$ cat src/rtl/switch_pkg.sv
// Shared definitions for the switch bank: LED mode encodings, per-channel
// hold-FSM states and the bundle of per-channel outputs.
package switch_pkg;

  localparam logic MODE_TOGGLE    = 1'b0;
  localparam logic MODE_MOMENTARY = 1'b1;

  typedef enum logic [1:0] {
    IDLE      = 2'd0,
    PRESSED   = 2'd1,
    LONG_HELD = 2'd2
  } sw_state_e;

  typedef struct packed {
    logic deb;
    logic press;
    logic release_p;
    logic long_press;
    logic led;
  } ch_out_t;

endpackage

$ cat src/rtl/switch_channel.sv
// One switch channel: 2-flop sync, restart-on-glitch debounce, edge pulses,
// short/long hold FSM and toggle/momentary LED driver.
module switch_channel
  import switch_pkg::*;
#(
  parameter int DEBOUNCE_LIMIT   = 250000,
  parameter int LONG_PRESS_LIMIT = 12500000
) (
  input  logic    i_Clk,
  input  logic    i_Reset,
  input  logic    i_Switch,
  input  logic    i_Mode,
  output ch_out_t o_Ch
);

  localparam int DW = (DEBOUNCE_LIMIT > 0) ? $clog2(DEBOUNCE_LIMIT + 1) : 1;
  localparam int HW = (LONG_PRESS_LIMIT > 1) ? $clog2(LONG_PRESS_LIMIT) : 1;

  logic [1:0]    sync_q;
  logic [DW-1:0] db_cnt_q, db_cnt_d;
  logic          deb_q, deb_d, deb_dly_q;
  logic          press_q, release_q, long_q, long_d;
  logic          led_q, led_d;
  logic [HW-1:0] hold_q, hold_d;
  sw_state_e     state_q, state_d;
  logic          rise, fall;

  // Any cycle where sync agrees with the accepted level restarts the window.
  always_comb begin
    db_cnt_d = '0;
    deb_d    = deb_q;
    if (sync_q[1] != deb_q) begin
      if (db_cnt_q == DW'(DEBOUNCE_LIMIT - 1)) deb_d = sync_q[1];
      else                                     db_cnt_d = db_cnt_q + DW'(1);
    end
  end

  assign rise = deb_q & ~deb_dly_q;
  assign fall = ~deb_q & deb_dly_q;

  always_comb begin
    state_d = state_q;
    hold_d  = hold_q;
    long_d  = 1'b0;
    unique case (state_q)
      IDLE: if (rise) begin
        state_d = PRESSED;
        hold_d  = '0;
      end
      PRESSED: begin
        if (fall) state_d = IDLE;
        else if (hold_q == HW'(LONG_PRESS_LIMIT - 1)) begin
          state_d = LONG_HELD;
          long_d  = 1'b1;
        end else hold_d = hold_q + HW'(1);
      end
      LONG_HELD: if (fall) state_d = IDLE;
      default: state_d = IDLE;
    endcase
  end

  // Only a short release toggles; a long release is left for other uses.
  always_comb begin
    led_d = led_q;
    if (i_Mode == MODE_MOMENTARY)           led_d = deb_q;
    else if (fall && (state_q == PRESSED))  led_d = ~led_q;
  end

  always_ff @(posedge i_Clk) begin
    if (i_Reset) begin
      sync_q    <= '0;
      db_cnt_q  <= '0;
      deb_q     <= 1'b0;
      deb_dly_q <= 1'b0;
      press_q   <= 1'b0;
      release_q <= 1'b0;
      long_q    <= 1'b0;
      led_q     <= 1'b0;
      hold_q    <= '0;
      state_q   <= IDLE;
    end else begin
      sync_q    <= {sync_q[0], i_Switch};
      db_cnt_q  <= db_cnt_d;
      deb_q     <= deb_d;
      deb_dly_q <= deb_q;
      press_q   <= rise;
      release_q <= fall;
      long_q    <= long_d;
      led_q     <= led_d;
      hold_q    <= hold_d;
      state_q   <= state_d;
    end
  end

  assign o_Ch = '{deb: deb_q, press: press_q, release_p: release_q,
                  long_press: long_q, led: led_q};

endmodule

$ cat src/rtl/switch_bank_ctrl.sv
// Bank of NUM_CH independent debounced switch channels with press/release/
// long-press pulses and per-channel LED mode.
module switch_bank_ctrl
  import switch_pkg::*;
#(
  parameter int NUM_CH           = 4,
  parameter int DEBOUNCE_LIMIT   = 250000,
  parameter int LONG_PRESS_LIMIT = 12500000
) (
  input  logic              i_Clk,
  input  logic              i_Reset,
  input  logic [NUM_CH-1:0] i_Switch,
  input  logic [NUM_CH-1:0] i_Mode,
  output logic [NUM_CH-1:0] o_Debounced,
  output logic [NUM_CH-1:0] o_Press,
  output logic [NUM_CH-1:0] o_Release,
  output logic [NUM_CH-1:0] o_Long_Press,
  output logic [NUM_CH-1:0] o_LED
);

  ch_out_t [NUM_CH-1:0] ch_out;

  for (genvar g = 0; g < NUM_CH; g++) begin : g_ch
    switch_channel #(
      .DEBOUNCE_LIMIT  (DEBOUNCE_LIMIT),
      .LONG_PRESS_LIMIT(LONG_PRESS_LIMIT)
    ) u_ch (
      .i_Clk   (i_Clk),
      .i_Reset (i_Reset),
      .i_Switch(i_Switch[g]),
      .i_Mode  (i_Mode[g]),
      .o_Ch    (ch_out[g])
    );
    assign o_Debounced[g]  = ch_out[g].deb;
    assign o_Press[g]      = ch_out[g].press;
    assign o_Release[g]    = ch_out[g].release_p;
    assign o_Long_Press[g] = ch_out[g].long_press;
    assign o_LED[g]        = ch_out[g].led;
  end

endmodule

$ cat config.mk
export PLATFORM = sky130hd
export DESIGN_NAME = switch_bank_ctrl
export DESIGN_NICKNAME = d
export VERILOG_FILES = /design/src/rtl/switch_pkg.sv /design/src/rtl/switch_channel.sv /design/src/rtl/switch_bank_ctrl.sv
export SDC_FILE = /design/constraint.sdc
export NUM_CORES = 1
export LEC_CHECK = 0
export ABC_AREA = 1
export CORE_MARGIN = 8
export CORE_UTILIZATION = 50
export CTS_CLUSTER_SIZE = 25
export DETAILED_ROUTE_END_ITERATION = 8
export GPL_TIMING_DRIVEN = 0
export PLACE_DENSITY = 0.67
export SYNTH_ARGS = -nofsm -noshare
export SYNTH_HDL_FRONTEND = slang
export SYNTH_SLANG_ARGS = --single-unit
$ cat constraint.sdc
create_clock -name i_Clk -period 3.7 [get_ports i_Clk]
set_input_delay 0.74 -clock i_Clk [delete_from_list [all_inputs] [get_ports i_Clk]]
set_output_delay 0.74 -clock i_Clk [all_outputs]
set_load 0.005 [all_outputs]
== Word-level counts from Yosys, hierarchy flattened ==
Cells that the tools add are included.

* Word-level logic and storage cells: 200
* Output and inout port bits: 20
* Flip-flop bits (word level): 208

* Reduce and logical (&&, ||, !) cells: 36
* Eq/ne operators: 40
* $add $sub $neg: 8
* Mux-type cells: 48
* Bitwise gates (word level): 28

{| class="wikitable"
|+ Operators by type and width
! operator !! count
|-
| 24-bit two-way mux || 12
|-
| 24-bit case mux with 2 select lines || 4
|-
| 24-bit by 1-bit adder with 24-bit output (second input constant) || 4
|-
| 24-bit == test (second input constant) || 4
|-
| 18-bit by 1-bit adder with 18-bit output (second input constant) || 4
|-
| 18-bit == test (second input constant) || 4
|-
| 2-bit two-way mux || 16
|-
| 2-bit case mux with 3 select lines || 4
|-
| 3-bit OR reduction || 8
|-
| 1-bit inverter || 20
|-
| 2-bit by 1-bit != test with 1-bit output (second input constant) || 8
|-
| 2-bit != test (second input constant) || 8
|-
| 4-bit AND reduction || 4
|-
| 2-bit nonzero test || 8
|-
| 1-bit two-way mux || 12
|-
| 3-bit by 1-bit != test with 1-bit output (second input constant) || 4
|-
| 3-bit AND reduction || 4
|-
| 1-bit bitwise AND || 8
|-
| 2-bit by 1-bit == test with 1-bit output (second input constant) || 4
|-
| 2-bit == test (second input constant) || 4
|-
| 2-bit zero test || 4
|-
| 2-bit AND reduction || 4
|-
| 1-bit logical AND || 4
|-
| 1-bit != test || 4
|}

== Logic depth before layout (Yosys ltp) ==
Gate-level depths: netlist of the first run.

* Word-level depth: 5
* Gate-level depth with buffers: 12
* Mapped depth without buffers: 12

== Cells and area by module ==
A second synthesis of the first run with hierarchy kept.

* Cell total of the unflattened synthesis: 1797
* Area, all modules: 11746.3 µm²

{| class="wikitable"
|+ By module, submodules not included
! module !! times used !! cells an instance !! area each (µm²)
|-
| switch_channel (g_ch[0].u_ch ...) || 2 || 447 || 2896.5
|-
| switch_channel (g_ch[1].u_ch) || 1 || 450 || 3007.9
|-
| switch_channel (g_ch[3].u_ch) || 1 || 453 || 2945.3
|}

== Least setup slack after synthesis of the first run ==
Ideal clock, no wire load.

* Path kind: reg-to-reg
* From: reg g_ch[1].u_ch.db_cnt_q[0]
* To: reg g_ch[1].u_ch.db_cnt_q[15]
* Setup time: 0.115 ns
* Required time: 3.585 ns
* Arrival: 1.492 ns
* Stages on the path, launching flop included: 11
* Setup slack: 2.093 ns
* Period minus slack after synthesis: 1.607 ns
* Path through: dfxtp_1 > ha_1 > nand2_1 > nor2_1 > inv_1 > or2_2 > nor2_1 > nand2_1 > nand2_2 > buf_4 > nor2_1

* Cells in the longest elaborated chain, start to end: 2

{| class="wikitable"
|+ RTL lines
! what !! line !! source
|-
| from (decl) || switch_channel.sv:20 || <nowiki>logic [DW-1:0] db_cnt_q, db_cnt_d;</nowiki>
|-
| from (signal assigned) || switch_channel.sv:83 || <nowiki>db_cnt_q <= db_cnt_d;</nowiki>
|-
| parallel branches: the longest is 2 deep, another holds 18-bit by 1-bit adder with 18-bit output || - ||
|}

Parallel ways; which one is timed is not known.
A chain may end at the register's enable or synchronous reset.

== Final worst setup path of the first run ==
* From: in i_Reset
* To: reg g_ch[2].u_ch.db_cnt_q[16]

* Cells in the longest elaborated chain, start to end: 1

{| class="wikitable"
|+ RTL lines
! what !! line !! source
|-
| from (decl) || switch_bank_ctrl.sv:11 || <nowiki>input logic i_Reset,</nowiki>
|-
| 3-bit OR reduction (no line) || - ||
|-
| to (signal assigned) || switch_channel.sv:83 ||
|-
| to (decl) || switch_channel.sv:20 ||
|}

No other way between the ends.

==> impl_results.md, run 1 <==
* Status: completed
* Clock latency on the worst-skew pair at around 520 ps
* Max Cap Violations at 0
* Clock sink count at approximately 210
* Hpwl dp at 19.63 mm
* Die Footprint at roughly 28,000 um2
* Post-layout min period at ~2400 ps
* Most area-hungry cell type in the Yosys netlist: dfxtp_1
* CP cell instances: clkdlybuf4s50_1 -> clkinv_1 -> o21ai_0 -> a21oi_1 -> nand2_1 -> buf_2 -> nor2_1
* Setup violations, final at 0
* Hold Crit Start: g_ch[1].u_ch.sync_q[0]$_SDFF_PP0_
* Wire per inst at 12.90 um
* Number of library cell types mapped by synthesis at between 40 and 50
* Worst Path Required at between 4000 and 5000 ps
* Reg2reg start: g_ch[0].u_ch.db_cnt_q[0]$_SDFF_PP0_
* Syn Nets at between 1,500 and 2,000
* RSZ-0062 raised after global routing: no
* Clk buf depth at 3
* Layout Nets at between 1,500 and 2,000
* Post-Syn Instances at 1,731
* Clock root buffer: clkbuf_16
* Crit path kind: input pin to flip-flop
* Static Leak at 4.723 nW
* Hold EP: g_ch[1].u_ch.sync_q[1]$_SDFF_PP0_
* Power Total at around 5 mW
* CTS tree: done
* First drt pass iteration count at 5
* WHS at 409.2 ps
* Total Routing Usage GR at around a fifth
* Switch Pwr at a little over 1 mW
* H-tree levels at 1
* Via count at 10,520
* Critical-path top delay cell: clkdlybuf4s50_1
* R2R setup slack at between 1500 and 2000 ps
* Crit share post-route at between 60% and 70%
* Setup crit start: i_Reset
* Net Sw Frac at about 20%
* Worst Hold Class: flip-flop to flip-flop
* Total CTS buffers at 24
* Layout Area Growth over Synthesis at 13.65%
* Initial core utilization at approximately 50%
* Max rail drop VDD at around 0.36 mV
* Top_reg_cell synth: dfxtp_1
* Seq/Total Area, Yosys at approximately 37%
* Avg Inst Size Synth at around 6.5 um2
* Largest net degree at the start of global routing at 14
* Iter 0 DRT Violations at 674
* FMAX at 418.6 MHz
* Post-CTS setup buffers at 0
* Largest cells by area after synthesis: dfxtp_1 37%, nand2_1 16%, nor2_1 8.8%
* Crit. End Element: flip-flop
* Asr flop ratio synth at 0%
* Crit-path max cell delay at 580 ps
* Post-synth EDFFs at 0
* Drt drc at 0
* Setup tns final at 0 ps
* Number of synthesized register bits at between 200 and 250
* Post-DR vias/cell at ~5.0
* GR Overflow Total at 0
* First-pass GRT wire length at roughly 46 mm
* Crit Reg-Reg Endpoint: g_ch[0].u_ch.db_cnt_q[5]$_SDFF_PP0_
* Hold Path Depth at 2
* Netlist Area Pre-Place at roughly 11,000 um2
* # port buffers at 29
* Worst Setup Start Kind: input pin
* IO Count at 30
* GPL Wtd Cong at ~0.91
* Syn. warnings at 0
* R2R depth at 9
* Design area at about 13,000 um2
* Slew Limit Fails at 0
* Clock Skew at between 10 and 15 ps
* Chip width at 166.0 um
* Post-synth top area share at a little under two fifths
* Slew margin rel. at a little over two fifths
* PwrDens at between 300 and 400 nW/um2
* Cts repair resizes at 0
* Layout cells sized above 1 at 7.262%
* Row cnt at 55
* Clock Power Share at between 50 and 60%
* Int Pwr at around 4 mW
* Clock transition at path regs at ~60 ps
* Final WL at 26.94 mm
* CP Buf/Inv Count at 3
* Area post-placement at approximately 12,000 um2
* Seq pwr share at 45.4%
* Logic pwr share at 1.7%
* Hold_buf cts at 0
* Crit path max-delay family: buffers and inverters
* Arrival time at the worst endpoint at about 2800 ps
* Final Hold Vio Count at 0
* Initial antenna violation count at 1
* Tightest Pin Transition at between 800 and 900 ps
* Die Ht at 166.0 um
* CP max FO at 10
* Routed Antenna Nets at 0
* Vias in the first global route at a little under 10,000
* N_diodes at 0
* Core ar. at ~22,000 um2
state kept, by name, indices dropped and copies added, names as in the netlist:
| name | count |
|---|---|
| g_ch.u_ch.state_q | 8 |
| g_ch.u_ch.press_q | 4 |
| g_ch.u_ch.db_cnt_q | 72 |
| g_ch.u_ch.release_q | 4 |
| g_ch.u_ch.hold_q | 96 |
| g_ch.u_ch.sync_q | 8 |
| g_ch.u_ch.long_q | 4 |
| g_ch.u_ch.led_q | 4 |
| g_ch.u_ch.deb_q | 4 |
| g_ch.u_ch.deb_dly_q | 4 |
synth_stat cells (2+ instances only):
library cell,n
nand2_1,469
nor2_1,264
inv_1,216
dfxtp_1,208
nand3_1,114
a21oi_1,108
nor3_1,49
nand4_1,47
xor2_1,40
o21ai_0,38
buf_4,24
clkbuf_1,14
o21ai_1,13
nor2_4,11
nor3b_1,11
xnor2_1,11
nand3b_1,10
inv_2,9
nand2_2,9
ha_1,8
or2_2,7
buf_2,6
nor2_2,6
buf_6,4
o21bai_1,4
nand2_4,3
buf_1,2
clkinv_1,2
nand3_2,2
nand3_4,2
nor4_1,2
o21a_1,2
o21ai_4,2
or2_1,2
worst max-delay path by stage:
stage | cells after the start | to | slack [ps]
after floorplan | 6 | g_ch[2].u_ch.db_cnt_q[16]$_SDFF_PP0_ | 2090
after global routing | 7 | g_ch[2].u_ch.db_cnt_q[16]$_SDFF_PP0_ | 1160
after detailed placement | 7 | g_ch[2].u_ch.db_cnt_q[16]$_SDFF_PP0_ | 780
after global placement | 7 | g_ch[2].u_ch.db_cnt_q[10]$_SDFF_PP0_ | 850
final | 7 | g_ch[2].u_ch.db_cnt_q[16]$_SDFF_PP0_ | 1310
after CTS | 7 | g_ch[2].u_ch.db_cnt_q[16]$_SDFF_PP0_ | 1340
worst min-delay path, cell delays in order (launching register included):
cell	delay (ps)
dfxtp_1	300
inv_1	40
nor2_1	30
stage by stage:
step	utilization (%)	worst slack (ps)	cells
after floorplan	-	2093	1731
after global placement	53.21	853.9	2045
after detailed placement	53.21	784.0	2045
after CTS	57.19	1341	2089
after global routing	57.19	1157	2089
final	57.19	1311	2089
power groups by stage:
| stage | clock network, mW | registers, mW | logic (mW) |
|---|---|---|---|
| 6_report | 2.63 | 2.25 | 0.0846 |
| 5_1_grt | 2.77 | 2.25 | 0.0931 |
| 4_1_cts | 2.69 | 2.25 | 0.0854 |
| 3_5_place_dp | 0 | 2.30 | 0.0851 |
| 3_3_place_gp | 0 | 2.30 | 0.0846 |
| 2_1_floorplan | 0 | 2.30 | 0.0451 |
kinds of logic after synthesis:
| kind of cell | synth area share [%] |
|---|---|
| and+or+nand+nor | 39.49 |
| DFF | 37.00 |
| AOI/OAI and AO/OA | 8.282 |
| adders and majority gates | 0.8894 |
| xor gates and xnor gates | 3.969 |
| buffers and inverters | 10.37 |
area by class of cell:
type	instances	area [um2]
clock inverter	12	187.7
clock buffer	32	701.9
fill	2202	9574
tap	285	356.6
sequential	208	4164
buffer	50	315.3
inverter	227	852.1
timing repair buffer	29	290.3
multi-input combinational	1246	5923
layout by cell type (no fill, tap or decap), types with 7 or more instances in the layout:
cell type / n
nor2_4: 11
buf_4: 24
inv_2: 9
clkdlybuf4s50_1: 29
nand4_1: 47
dfxtp_1: 208
nor3_1: 49
nand2_1: 469
or2_2: 7
o21ai_0: 38
clkbuf_16: 25
a21oi_1: 108
nand3_1: 114
xnor2_1: 11
nor2_1: 264
xor2_1: 40
nor3b_1: 11
o21ai_1: 13
ha_1: 8
inv_1: 216
clkbuf_1: 16
nand3b_1: 10
nand2_2: 9
layer usage:
| layer | part of all wire [%] | global-route usage, % | vias to the layer above |
|---|---|---|---|
| li1 | - | - | 5588 |
| met1 | 47 | 23.75 | 4698 |
| met2 | 47 | 33.55 | 180 |
| met3 | 4.0 | 2.591 | 52 |
| met4 | 2.3 | 5.968 | 2 |
| met5 | 0.048 | 0 | - |
(Power assumes the default switching activity.)
==> inputs of run 2 (changes only) <==
Settings changed: PLACE_DENSITY 0.67 to 0.69.
Clock period 3.7 ns to 2.15 ns, I/O delays scaled along.
==> run 2 against run 1 <==
  * Core utilization down 0.63 points
  * Clock power grew 46%
  * Clock-buffer cell count rose by 1
  * Largest power group is now registers
  * Register-to-register slack got worse by 1500 ps
  * Non-clock buffer count stayed put
  * Die area is the same
  * Via count is 0.99% higher
  * Global-route usage is 0.090 points lower
==> impl_results.md, run 2 (synthesis gave the netlist of run 1 again) <==
* Crit. End Element: output pin
* Critical-path top delay cell: clkdlybuf4s50_1
* Layout Area Growth over Synthesis at 12.40%
* Chip width at roughly 170 um
* Setup ws final at 117.4 ps
* Total CTS buffers at 23
* RSZ-0062 raised after global routing: no
* Tightest Pin Transition at 780.3 ps
* Largest regs: g_ch.u_ch.hold_q: 96 flops, g_ch.u_ch.db_cnt_q: 72 flops
* N_diodes at 0
* Final Hold Vio Count at 0
* Hold Path Depth at 2
* Initial antenna violation count at 0
* Hold Crit Start: g_ch[0].u_ch.sync_q[0]$_SDFF_PP0_
* Largest net degree at the start of global routing at 13
* Status: completed
* Arrival time at the worst endpoint at approximately 1600 ps
* Clk buf depth at 3
* Drt drc at 0
* Wire per inst at between 10 and 15 um
* Routed Antenna Nets at 0
* Commonest non-fill, non-tap cells in the layout: 467 x nand2_1, 263 x nor2_1, 216 x inv_1
* Crit share post-route at 94.54%
* Max Cap Violations at 0
* Setup WS pre-CTS at -373.3 ps
* Hold EP: g_ch[0].u_ch.sync_q[1]$_SDFF_PP0_
* GR Overflow Total at 0
* Post-DR vias/cell at 5.098
* Largest register FFs at 96
* Worst Path Required at roughly 1700 ps
* Die Footprint at ~28,000 um2
* Crit path kind: flip-flop to output pin
* Clock latency on the worst-skew pair at about 510 ps
* Setup violations, final at 0
* H-tree levels at 1
* Biggest register: g_ch.u_ch.hold_q
* Total Routing Usage GR at between 10% and 20%
* WHS at about 400 ps
* R2R setup slack at 180 ps
* CP max FO at 7
* Final WL at roughly 26 mm
* Row cnt at 55
* R2R depth at 11
* Crit-path max cell delay at 480 ps
* Post-CTS setup buffers at 0
* GPL Wtd Cong at approximately 0.91
* Post-layout min period at roughly 2000 ps
* Slew margin rel. at between 40 and 50%
* Setup tns final at 0 ps
* Clock sink count at ~210
* Reg2reg start: g_ch[1].u_ch.hold_q[0]$_SDFFE_PP0P_
* First drt pass iteration count at 5
* Clock root buffer: clkbuf_16
* Iter 0 DRT Violations at between 700 and 800
* PwrDens at between 600 and 700 nW/um2
* Worst Hold Class: flip-flop to flip-flop
* Hold_buf cts at 0
* CTS tree: done
* IO Count at 30
* CP Buf/Inv Count at 2
* # port buffers at 29
* Clock transition at path regs at 60 ps
* Crit path max-delay family: buffers and inverters
* FMAX at between 400 and 500 MHz
* Clock Skew at roughly 12 ps
* First-pass GRT wire length at 45.60 mm
* CP cell instances: buf_4 -> clkdlybuf4s50_1
* Via count at roughly 11,000
* Hpwl dp at slightly below 20 mm
* Most common cell after layout, fill and taps aside: nand2_1
* Initial core utilization at approximately half
* Slew Limit Fails at 0
* Vias in the first global route at 10,050
* Worst Setup Start Kind: flip-flop
* Layout cells sized above 1 at under 10%
* Crit Reg-Reg Endpoint: g_ch[1].u_ch.hold_q[10]$_SDFFE_PP0P_
* Die Ht at ~170 um
* Max rail drop VDD at around 0.52 mV
* Layout Nets at between 1,500 and 2,000
* Core ar. at 22,370 um2
* Static Leak at 4.652 nW
==> run 2: cell count changes in the layout (fill, tap and decap cells not counted), sizes merged <==
cell,change
inv,+1
clkbuf,+2
clkinvlp,-1
clkinv,-2
bufinv,-4
buf,-1
==> run 2: worst max-delay path by stage <==
stage                                             start  cells after the start                              endpoint  slack, ps
global placement                                i_Reset                      7  g_ch[2].u_ch.db_cnt_q[16]$_SDFF_PP0_       -340
floorplan           g_ch[1].u_ch.db_cnt_q[0]$_SDFF_PP0_                     10  g_ch[1].u_ch.db_cnt_q[15]$_SDFF_PP0_        540
finish                  g_ch[1].u_ch.deb_q$_SDFFE_PP0P_                      2                        o_Debounced[1]        120
detailed placement                              i_Reset                      7  g_ch[2].u_ch.db_cnt_q[16]$_SDFF_PP0_       -370
global route            g_ch[1].u_ch.deb_q$_SDFFE_PP0P_                      2                        o_Debounced[1]         40
CTS                     g_ch[1].u_ch.deb_q$_SDFFE_PP0P_                      2                        o_Debounced[1]         90
==> run 2: cell type report <==
class,count,area (um2)
Buffer,50,317.8
Clock buffer,33,673.1
Clock inverter,6,58.81
Fill cell,2207,9716
Inverter,227,852.1
Multi-Input combinational cell,1246,5936
Sequential cell,208,4165
Tap cell,285,356.6
Timing Repair Buffer,29,290.3
==> run 2: per-layer routing <==
metal	up-vias	global-route usage (%)	part of all wire (%)
met5	-	0	0
met4	0	6.957	3.1
met3	54	2.662	4.1
met2	189	32.99	46
met1	4809	23.53	46
li1	5572	-	-
==> run 2: power breakdown <==
group	switching, mW	leakage, nW	internal (mW)
sequential	0.00884	1.68	3.87
combinational	0.0966	2.61	0.0480
clock	1.56	0.366	2.28
total	1.66	4.65	6.20
==> run 2: repair_timing <==
| item | in CTS | in global routing |
|---|---|---|
| setup endpoints to repair | 0 | 34 |
| resized for setup | 0 | 6 |
| hold endpoints to repair | 0 | 0 |
==> run 2: worst reg2reg max path: stages (launching register included) <==
cell     delay [ps]
dfxtp_2         370
ha_1            200
nand2_2          90
nor2_4          170
nand2_1          70
nor2_1          160
nand2_1          90
nand2_2         150
nand2_2         160
buf_2           240
nand2_1          90
a21oi_1          60
==> run 2: per-stage QoR <==
stage / instances / area (um2) / utilization [%] / power (mW)
2_1_floorplan: 1731 / 11250 / - / 4.035
3_3_place_gp: 2045 / 11900 / 53.21 / 4.104
3_5_place_dp: 2045 / 11900 / 53.21 / 4.106
4_1_cts: 2084 / 12630 / 56.49 / 7.971
5_1_grt: 2084 / 12650 / 56.56 / 8.134
6_report: 2084 / 12650 / 56.56 / 7.858
==> inputs of run 3 (changes only) <==
Settings changed: CTS_CLUSTER_SIZE 25 to unset.
==> results of run 3 <==
Same layout as run 2: the final DEF is identical, and so are final timing and power.
